## config.mk

```make
export PLATFORM = sky130hd
export DESIGN_NAME = f1_inverse_stream
export DESIGN_NICKNAME = d
export VERILOG_FILES = /design/src/rtl/f1_inverse_stream.sv
export SDC_FILE = /design/constraint.sdc
export NUM_CORES = 1
export LEC_CHECK = 0
export ABC_AREA = 1
export BUFFER_PORTS_ARGS = -buffer_cell sky130_fd_sc_hd__buf_4
export CAP_MARGIN = 30
export CELL_PAD_IN_SITES_DETAIL_PLACEMENT = 0
export CELL_PAD_IN_SITES_GLOBAL_PLACEMENT = 1
export CORE_MARGIN = 3
export CORE_UTILIZATION = 30
export DETAILED_ROUTE_END_ITERATION = 16
export PLACE_DENSITY = 0.64
export SYNTH_ARGS = -nofsm -noshare
export SYNTH_HDL_FRONTEND = slang
export SYNTH_SLANG_ARGS = --single-unit
```

## constraint.sdc

```tcl
create_clock -name clk -period 1.85 [get_ports clk]
set_input_delay 0.37 -clock clk [delete_from_list [all_inputs] [get_ports clk]]
set_output_delay 0.37 -clock clk [all_outputs]
set_load 0.05 [all_outputs]
```

## src/rtl/f1_inverse_stream.sv

```systemverilog
// Streaming inverse of y = (a + b) ^ c: recovers b from three packed lanes, flags lane disagreement,
// and keeps saturating hand-off statistics.
module f1_inverse_stream #(
  parameter int unsigned     W         = 4,
  parameter logic [W-1:0]    DEFAULT_C = W'(4'b1010),
  parameter int unsigned     CNT_W     = 16
) (
  input  logic               clk,
  input  logic               rst,
  input  logic               in_valid,
  output logic               in_ready,
  input  logic [3*W-1:0]     in_y,
  input  logic [W-1:0]       in_a,
  input  logic [W-1:0]       in_c,
  output logic               out_valid,
  input  logic               out_ready,
  output logic [W-1:0]       out_b,
  output logic               out_mismatch,
  output logic [CNT_W-1:0]   count_words,
  output logic [CNT_W-1:0]   count_mismatch
);

  localparam logic [CNT_W-1:0] CNT_MAX = '1;

  logic         s1_valid;
  logic [W-1:0] b0, b1, b2;
  logic         s2_adv;
  logic         s1_adv;
  logic         in_fire;
  logic         out_fire;
  logic [W-1:0] dec0, dec1, dec2;

  // Undo the key, then subtract a modulo 2^W.
  function automatic logic [W-1:0] decode(input logic [W-1:0] y, input logic [W-1:0] c,
                                          input logic [W-1:0] a);
    decode = W'((y ^ c) - a);
  endfunction

  assign s2_adv   = !out_valid || out_ready;
  assign s1_adv   = !s1_valid || s2_adv;
  assign in_ready = s1_adv;
  assign in_fire  = in_valid && s1_adv;
  assign out_fire = out_valid && out_ready;

  assign dec0 = decode(in_y[0*W +: W], in_c,      in_a);
  assign dec1 = decode(in_y[1*W +: W], DEFAULT_C, in_a);
  assign dec2 = decode(in_y[2*W +: W], DEFAULT_C, in_a);

  // Stage 1: per-lane decode, loaded only on accept.
  always_ff @(posedge clk) begin
    if (rst) begin
      s1_valid <= 1'b0;
      b0       <= '0;
      b1       <= '0;
      b2       <= '0;
    end else begin
      if (s1_adv) s1_valid <= in_valid;
      if (in_fire) begin
        b0 <= dec0;
        b1 <= dec1;
        b2 <= dec2;
      end
    end
  end

  // Stage 2: result and lane-agreement flag; holds while stalled.
  always_ff @(posedge clk) begin
    if (rst) begin
      out_valid    <= 1'b0;
      out_b        <= '0;
      out_mismatch <= 1'b0;
    end else if (s2_adv) begin
      out_valid <= s1_valid;
      if (s1_valid) begin
        out_b        <= b0;
        out_mismatch <= (b0 != b1) || (b1 != b2);
      end
    end
  end

  // Hand-off statistics, saturating at all-ones.
  always_ff @(posedge clk) begin
    if (rst) begin
      count_words    <= '0;
      count_mismatch <= '0;
    end else if (out_fire) begin
      if (count_words != CNT_MAX) count_words <= count_words + CNT_W'(1);
      if (out_mismatch && (count_mismatch != CNT_MAX))
        count_mismatch <= count_mismatch + CNT_W'(1);
    end
  end

endmodule

```

Yosys cells after proc, flatten, opt, wreduce, memory -nomap -nowiden
Cells that the tools add are included.
{"block": "op_classes", "addsub": 5, "n_eq_ne": 4, "bitwise": 3, "reduce_logical": 11}
{"op": "adder 16 x 1 -> 16 bit (second input constant)", "count": 2}
{"op": "!= test 16 bit (second input constant)", "count": 2}
{"op": "subtractor 4 bit", "count": 3}
{"op": "!= test 4 bit", "count": 2}
{"op": "AND reduction 2 bit", "count": 3}
{"op": "NOT 2 bit", "count": 2}
{"op": "XOR 4 bit", "count": 1}
{"op": "logical AND 1 bit", "count": 3}
{"op": "logical OR 1 bit", "count": 3}
{"op": "logical NOT 1 bit", "count": 2}
{"block": "totals", "register_bits": 51, "input_bits": 24, "output_inout_bits": 39, "wordCells": 32}

Logic depth before layout (Yosys ltp)
Gate-level depths: netlist of run 1.
{"block": "depth", "depth_word": 4, "ltp_mapped": 11, "mapped_depth_nobuf": 11}

Least setup slack after synthesis of run 1
OpenSTA, ideal clock, no wires.
{"block": "synth_path", "path_kind": "flip-flop to flip-flop", "startpoint": "reg out_valid", "endpoint": "reg b0[0]", "setup_time_ns": 0.119, "t_arrival_ns": 1.849, "required_time_ns": 1.731, "slack_ns": -0.119, "stages_incl_launch_ff": 7, "path_buffers": 1, "period_less_slack_ns": 1.969, "path_cell_list": "dfxtp_1 -> nand3_1 -> nand2_1 -> inv_2 -> buf_2 -> o21ai_1 -> a21oi_1"}
{"block": "synth_between", "elab_chain_len": 4}
{"element": "start: declaration", "line": "15", "text": "output logic out_valid,"}
{"element": "start signal: assignment", "line": "73", "text": "out_valid <= s1_valid;"}
{"element": "logical NOT 1 bit", "line": "39", "text": "assign s2_adv = !out_valid || out_ready;"}
{"element": "logical OR 1 bit", "line": "39"}
{"element": "logical OR 1 bit", "line": "40", "text": "assign s1_adv = !s1_valid || s2_adv;"}
{"element": "named net in_ready", "line": "11", "text": "output logic in_ready,"}
{"element": "logical AND 1 bit", "line": "42", "text": "assign in_fire = in_valid && s1_adv;"}
{"element": "end signal: assignment", "line": "53", "text": "b0 <= '0;"}
{"element": "end signal: assignment", "line": "59", "text": "b0 <= dec0;"}
{"element": "end: declaration", "line": "26", "text": "logic [W-1:0] b0, b1, b2;"}
The timed path passes the listed nets, and every way through them passes these cells.
A chain may end at the register's enable or synchronous reset.

Worst setup path in the final report of run 1
{"block": "layout_path", "startpoint": "reg count_words[1]", "endpoint": "reg count_words[13]"}
{"block": "layout_between", "elab_chain_len": 2, "word_cells_on_any_way": 3, "classes_between": "1 x add/sub; 1 x eq/ne; 1 x reduce/logical"}
{"element": "start: declaration", "line": "19", "text": "output logic [CNT_W-1:0] count_words,"}
{"element": "start signal: assignment", "line": "87", "text": "if (count_words != CNT_MAX) count_words <= count_words + CNT_W'(1);"}
{"element": "branches (longest 2 deep; another with adder 16 x 1 -> 16 bit)"}
Parallel ways; which one is timed is not known.

==> results of run 1 <==
-- metrics by stage --
stage | hold WS [ps] | power [µW] | area (µm²) | std cells | util
2_1_floorplan | 439 | 1450 | 3060 | 473 | -
3_3_place_gp | 457 | 1600 | 3730 | 671 | 0.380
3_5_place_dp | 458 | 1600 | 3730 | 671 | 0.380
4_1_cts | 266 | 2240 | 3810 | 679 | 0.388
5_1_grt | 261 | 2350 | 3810 | 679 | 0.388
6_report | 272 | 2210 | 3810 | 679 | 0.388
-- cell type report --
type | count | area, µm² | area share
timing repair buffer | 74 | 556 | 0.146
inverter | 71 | 267 | 0.0699
multi-input combinational | 342 | 1720 | 0.451
clock buffer | 5 | 68.8 | 0.0181
clock inverter | 3 | 15.0 | 0.00394
tap | 133 | 166 | 0.0437
sequential | 51 | 1020 | 0.268
-- kinds of logic (layout without fill, tap and decap cells) --
group / count (synthesis) / after routing
simple gates: 255 / 255
buf+inv: 80 / 153
compound gates: 59 / 59
flops: 51 / 51
fa+ha+maj: 14 / 14
xor+xnor: 14 / 14
-- state kept, by name, indices dropped and copies added, names as in the netlist --
name,cells
out_valid,1
b2,4
count_mismatch,16
b0,4
s1_valid,1
count_words,16
out_b,4
b1,4
out_mismatch,1
-- worst max-delay path by stage --
stage	slack (ps)	to
final	240	count_words[13]$_SDFFE_PP0P_
after global routing	20	count_words[14]$_SDFFE_PP0P_
after CTS	210	count_words[13]$_SDFFE_PP0P_
after detailed placement	160	b0[3]$_SDFFE_PP0P_
after global placement	180	b0[3]$_SDFFE_PP0P_
after floorplan	40	count_mismatch[11]$_SDFFE_PP0P_
-- placed cells by master (no fill, tap or decap), types with 9 or more instances in the layout --
master	Yosys	routed
dfxtp_1	51	51
ha_1	11	11
a21oi_1	38	38
inv_1	68	68
o21ai_0	16	16
buf_4	1	74
nand3_1	41	40
nor2_1	80	80
nor2_2	9	9
nand2_1	108	108
-- routing by layer --
metal  up-vias  routed length (µm)  share of wire  GRT usage
met1      1328                3930           0.50      0.199
met4         0                  44         0.0056     0.0274
li1       1616                   -              -          -
met3         2                 263          0.033     0.0241
met5         -                   0              0          0
met2        53                3610           0.46      0.243
-- power breakdown --
part / internal [µW] / switching, µW / total (µW)
sequential: 1140 / 27.0 / 1170
clock: 261 / 384 / 645
combinational: 161 / 239 / 400
-- cells in the mapped netlist, types with 4 or more instances --
library cell and instances:
o21ai_0 16, nand2_1 108, nand3_1 41, xnor2_1 7
buf_2 4, inv_1 68, nor2_1 80, nand2_2 5
dfxtp_1 51, ha_1 11, a21oi_1 38, nor2_2 9
xor2_1 7
-- worst register-to-register path: stages, from the launching register on --
cell     delay, ps
dfxtp_1        400
ha_1           230
nand2_1         80
nor2_2         130
nand3_1        330
nand2_1        190
nand2_1         60
nand2_1         50
nor2_1          40
==> metrics.md, run 1 <==
| Metric | Value |
|---|---|
| TritonCTS Buffers | 5 |
| Arrival time worst endpoint | about 1800 ps |
| Fin crit period | 1610 ps |
| Post-CTS resize count | 0 |
| H-tree depth | 2 |
| ANT nets after route | 0 |
| Die extent in y | approximately 110 µm |
| DR WL/cell | 11.6 µm |
| Fin. max-slew vios | 0 |
| Crit. Startpoint | count_words[1]$_SDFFE_PP0P_ |
| IO buf count | 62 |
| Synth Instances | 473 |
| Worst Path Required | about 2000 ps |
| Root Buffer | clkbuf_8 |
| Fmax | approximately 620 MHz |
| Worst setup SP type | flip-flop |
| Synth cell types | 31 |
| Outcome | finished, final reports clean |
| Pre-CTS setup slack | roughly 160 ps |
| Worst skew pair latency | approximately 300 ps |
| Vias per cell | about 4.4 |
| Setup Viol. Count Final | 0 |
| Post-Synth Simple-Gate Area | 0.357 |
| Share of the synthesized area in the top cell type | 0.335 |
| Number of enable flip-flop cells after synthesis | 0 |
| CP most frequent cell | nand2_1 |
| Mux cell area share after synthesis | 0 |
| Total gr overflow | 0 |
| Syn nets | slightly above 500 |
| Vias | roughly 3,000 |
| Largest net degree at the start of global routing | 28 |
| RR Startpoint | count_words[1]$_SDFFE_PP0P_ |
| Share of layout cells above drive strength 1 | 0.189 |
| DRC viols | 0 |
| Mean Syn Cell Area | roughly 6.4 µm² |
| Crit end category | flip-flop |
| Register area share after synthesis | 0.335 |
| Post-synth design cell area | about 3100 µm² |
| Main combinational cell family by area after synthesis | simple AND/OR/NAND/NOR gates |
| Hold path start | rst |
| CTS tree | yes |
| Final wirelength | 7.86 mm |
| Setup ws final | approximately 240 ps |
| Worst-Margin Slew | 406 ps |
| Min-Delay Endpoint | out_valid$_SDFFE_PP0P_ |
| Crit path buf inv count | 0 |
| CTS clk-pin slew, worst paths | roughly 90 ps |
| N_diodes | 0 |
| Critical path cell sequence | ha_1 -> nand2_1 -> nor2_2 -> nand3_1 -> nand2_1 -> nand2_1 -> nand2_1 -> nor2_1 |
| Vias in the first global route | approximately 2,900 |
| Hold Path Cell Cnt | 2 |
| Final Hold Viols | 0 |
| Max-slew headroom | 0.728 |
| Fin crit share | 0.870 |
| Final nets | ~580 |
| MaxCap Viol Count | 0 |
| Predominant post-synthesis flop cell | dfxtp_1 |
| Yosys reg bits | a little over 50 |
| FF-to-FF End | count_words[13]$_SDFFE_PP0P_ |
| First-pass GRT wire length | around 14 mm |
| Pre-Repair DR Iteration Count | 4 |
| Compound-Gate Fraction of Synth Area | 0.0993 |
| Min-delay worst type | primary input to flip-flop |
| # IOs | between 60 and 70 |
| Reg2reg path depth | 8 |
| Clk_skew | approximately 8.6 ps |
| Async set-or-reset flop fraction in the synthesized netlist | 0 |
| CP Class | flip-flop to flip-flop |
| Largest delay share family, worst path | simple AND/OR/NAND/NOR gates |
| Post-CTS Setup Inserts | 0 |
| Crit path depth | 8 |
| Global Route Usage Sum | 0.145 |
| Leakage dissipation | 0.00184 µW |
| Critical Path Max Stage Delay | 400 ps |
| CTS Hold Bufs | 0 |
| Antenna violations before repair | 0 |
| Dpl hpwl | slightly above 6 mm |
| CP max-delay cell | dfxtp_1 |
| TNS Setup | 0 ps |
| # clock sinks | just over 50 |
| Unrepaired setup endpoints after global routing | false |
| Adder-cell share of the synthesized area | 0.0648 |
| DR iter-0 viols | around 110 |
| Xor/xnor cell area share of the yosys netlist | 0.0402 |
| GPL Wtd Cong | ~0.78 |
| Largest vdd supply drop | 409 µV |
| Area contributors post-synth | dfxtp_1, nand2_1, nor2_1 |
| Die area | approximately 11,000 µm² |
| Fill count | between 1,000 and 1,500 |
| PwrDens | roughly 580 nW/µm² |
| Synth warn | 0 |
| Initial Util | 0.311 |
| Die Width | ~110 µm |
| Core Area | slightly below 10,000 µm² |
| Max Root-Sink Buffers | 2 |
| Leading area contributor after synthesis | dfxtp_1 |
| R2r setup slk | between 200 and 250 ps |
| Max FO, Critical Path | 11 |
| Rows | 36 |
| Area Growth Syn to Fin | 24.9% |
(Power assumes the default switching activity.)
==> inputs of run 2 (changes only) <==
Settings changed: ABC_AREA 1 to 0, PLACE_DENSITY 0.64 to 0.62, SETUP_SLACK_MARGIN set to 0.3.
==> run 2 against run 1 <==
Against the previous run:
- non-clock buffer count up 49
- sequential share of layout area down 0.77 points
- core utilization up 10 points
- count of clock-buffer cells in the layout up 2
- critical path depth down 4
- first-iteration DRC count down 31%
- synthesized cell count down 32%
- critical endpoint is now count_mismatch[12]$_SDFFE_PP0P_
- largest power group unchanged
- highest routed layer unchanged
==> metrics.md, run 2 <==
| Metric | Value |
|---|---|
| CP max-delay cell | or4_1 (was dfxtp_1) |
| Commonest non-fill, non-tap cells in the layout | buf_4, dfxtp_4, inv_1 (was nand2_1, nor2_1, buf_4) |
| Mean Syn Cell Area | 8.61 µm² (was 6.45 µm²) |
| N_diodes | 0 (unchanged) |
| Share of layout cells above drive strength 1 | 0.515 (was 0.189) |
| MaxCap Viol Count | 0 (unchanged) |
| Die area | 10,500 µm² (was 11,400 µm²) |
| Fill count | 864 (was 1,134) |
| Flop pwr share | 0.536 (was 0.527) |
| Synth cell types | 48 (was 31) |
| Unrepaired setup endpoints after global routing | true (was false) |
| ANT nets after route | 0 (unchanged) |
| H-tree depth | 2 (unchanged) |
| Footprint of the multi-input gates | 1960 µm² (was 1720 µm²) |
| Outcome | finished, final reports clean (unchanged) |
| Number of enable flip-flop cells after synthesis | 0 (unchanged) |
| Final wirelength | 8.05 mm (was 7.86 mm) |
| Max Root-Sink Buffers | 2 (unchanged) |
| Rows | 34 (was 36) |
| Pre-Repair DR Iteration Count | 4 (unchanged) |
| Net switching power | 588 µW (was 650 µW) |
| Antenna violations before repair | 0 (unchanged) |
| Fin crit period | 1640 ps (was 1610 ps) |
| Comb power frac | 0.167 (was 0.181) |
| Global Route Usage Sum | 0.153 (was 0.145) |
| Critical Path Max Stage Delay | 530 ps (was 400 ps) |
| Setup Viol. Count Final | 0 (unchanged) |
| Storage element area | 1130 µm² (was 1020 µm²) |
| Leading area contributor after synthesis | dfxtp_1 (unchanged) |
| DR WL/cell | 14.7 µm (was 11.6 µm) |
| Final Hold Viols | 0 (unchanged) |
| CTS clk-pin slew, worst paths | 90 ps (about the same) |
| PwrDens | 485 nW/µm² (was 580 nW/µm²) |
| Crit. Startpoint | count_mismatch[3]$_SDFFE_PP0P_ (was count_words[1]$_SDFFE_PP0P_) |
| Die extent in y | 102 µm (was 107 µm) |
| Final nets | 479 (was 583) |
| Crit end category | flip-flop (unchanged) |
| Largest vdd supply drop | 300 µV (was 409 µV) |
| Fmax | 610 MHz (was 621 MHz) |
| Fin. max-slew vios | 0 (unchanged) |
| Synth Instances | 323 (was 473) |
| Predominant post-synthesis flop cell | dfxtp_1 (unchanged) |
| Internal cell power | 1520 µW (was 1560 µW) |
| Most common cell after layout, fill and taps aside | buf_4 (was nand2_1) |
| Area contributors post-synth | dfxtp_1, a21oi_1, ha_1 (was dfxtp_1, nand2_1, nor2_1) |
| Dpl hpwl | 5.56 mm (was 6.17 mm) |
| Async set-or-reset flop fraction in the synthesized netlist | 0 (unchanged) |
| Clk network pwr share | 0.297 (was 0.292) |
| Post-synth design cell area | 2780 µm² (was 3050 µm²) |
| Worst setup SP type | flip-flop (unchanged) |
| Worst-Margin Slew | 405 ps (was 406 ps) |
| Fin crit share | 0.886 (was 0.870) |
| Worst skew pair latency | 300 ps (about the same) |
| Critical path cell sequence | nand4_4 -> or3_4 -> or4_1 -> a21oi_2 (was ha_1 -> nand2_1 -> nor2_2 -> nand3_1 -> nand2_1 -> nand2_1 -> nand2_1 -> nor2_1) |
| Synth warn | 0 (unchanged) |
| Count leader, synth | dfxtp_1 (was nand2_1) |
| Vias in the first global route | 2,664 (was 2,925) |
| TritonCTS Buffers | 5 (unchanged) |
| Worst Path Required | 2080 ps (was 2050 ps) |
| Largest net degree at the start of global routing | 30 (was 28) |
| R2r setup slk | 210 ps (was 240 ps) |
| GPL Wtd Cong | 0.779 (was 0.783) |
| DR iter-0 viols | 77 (was 112) |
| IO buf count | 62 (unchanged) |
| Clk_skew | 5.00 ps (was 8.59 ps) |
| Vias | 2,851 (was 2,999) |
| Die Width | 102 µm (was 107 µm) |
| Hold path start | in_valid (was rst) |
| CP Class | flip-flop to flip-flop (unchanged) |
| Commonest cells in the netlist | dfxtp_1, a21oi_1, inv_1, nor2_1 (was nand2_1, nor2_1, inv_1) |
| Root Buffer | clkbuf_8 (unchanged) |
| RR Startpoint | count_mismatch[3]$_SDFFE_PP0P_ (was count_words[1]$_SDFFE_PP0P_) |
| Total gr overflow | 0 (unchanged) |
| Share of the synthesized area in the top cell type | 0.367 (was 0.335) |
| Top Registers | count_mismatch: 16 flops, count_words: 16 flops (unchanged) |
| Syn nets | 361 (was 511) |
| Leakage dissipation | 0.00170 µW (was 0.00184 µW) |
| First-pass GRT wire length | 12.9 mm (was 13.7 mm) |
| CTS tree | yes (unchanged) |
| Area Growth Syn to Fin | 56.4% (was 24.9%) |
| # IOs | 63 (unchanged) |
| Max-slew headroom | 0.726 (was 0.728) |
| Max FO, Critical Path | 4 (was 11) |
| Yosys reg bits | 51 (unchanged) |
| Tot Pwr | 2110 µW (was 2210 µW) |
| TNS Setup | 0 ps (unchanged) |
| Min-delay worst type | primary input to flip-flop (unchanged) |
| Switching part of the total power | 0.279 (was 0.294) |
| Register area share after synthesis | 0.367 (was 0.335) |
| Vias per cell | 5.19 (was 4.42) |
| Arrival time worst endpoint | 1870 ps (was 1810 ps) |
| # clock sinks | 51 (unchanged) |
| DRC viols | 0 (unchanged) |
| Initial Util | 0.314 (was 0.311) |
| Core Area | 8850 µm² (was 9820 µm²) |
-- run 2: cell count changes after synthesis, sizes merged, moves of 10 or more --
| cell | before | now |
|---|---|---|
| nand2 | 115 | 16 |
| nor2 | 90 | 20 |
| inv | 70 | 20 |
| nand3 | 42 | 16 |
| o31ai | 0 | 14 |
| or4 | 0 | 13 |
| a21oi | 38 | 28 |
| nand4 | 2 | 12 |
| o21ai | 18 | 8 |
-- run 2: worst paths after layout --
kind | to | cells after the start
setup / recovery | count_mismatch[12]$_SDFFE_PP0P_ | 4
hold / removal | s1_valid$_SDFFE_PP0P_ | 3
setup reg to reg | count_mismatch[12]$_SDFFE_PP0P_ | 4
hold reg to reg | out_b[0]$_SDFFE_PP0P_ | 2
-- run 2: critical path, delay by kind of cell, from the launching register on --
family,cells,cell delay [ps]
AND/OR/NAND/NOR,3,1070
flip-flops,1,380
AO/OA/AOI/OAI,1,120
-- run 2: layout make-up --
cell class	instances	share of cell area
Clock buffer	7	0.0176
Inverter	20	0.0173
Multi-Input combinational cell	240	0.451
Sequential cell	51	0.260
Tap cell	108	0.0311
Timing Repair Buffer	123	0.223
-- run 2: metal layers --
layer	vias to the layer above	share of wire	track usage
met1	1353	0.47	0.202
met3	9	0.033	0.0280
li1	1445	-	-
met5	-	0	0
met2	44	0.49	0.258
met4	0	0.011	0.0414
-- run 2: cells by family after synthesis --
kind of cell / Yosys count / synth area share
compound gates: 75 / 0.172
xor+xnor: 10 / 0.0315
fa+ha+maj: 14 / 0.0711
buf+inv: 34 / 0.0473
flops: 51 / 0.367
mux: 9 / 0.0347
simple gates: 130 / 0.276
-- run 2: power groups by stage --
stage	clock, µW	sequential, µW	combinational (µW)
floorplan	0	1180	209
detailed placement	0	1160	336
global placement	0	1160	334
finish	627	1130	352
CTS	659	1130	345
global route	700	1140	394
-- run 2: through the flow --
stage	cells	cell area [µm²]	worst slack, ps	hold WS (ps)	utilization
2_1_floorplan	323	3150	87.8	465	-
6_report	549	4350	212	323	0.491
3_3_place_gp	495	3740	61.4	447	0.422
3_5_place_dp	495	3740	33.8	452	0.422
4_1_cts	529	4100	149	303	0.463
5_1_grt	549	4350	133	340	0.491
-- run 2: timing repair --
action                                  in CTS  in global routing
pin swaps                                   21                 19
endpoints found under the setup margin      23                 29
hold buffers                                 0                  0
cloned                                       1                  1
setup buffers                               26                 19
resized for setup                           19                 28
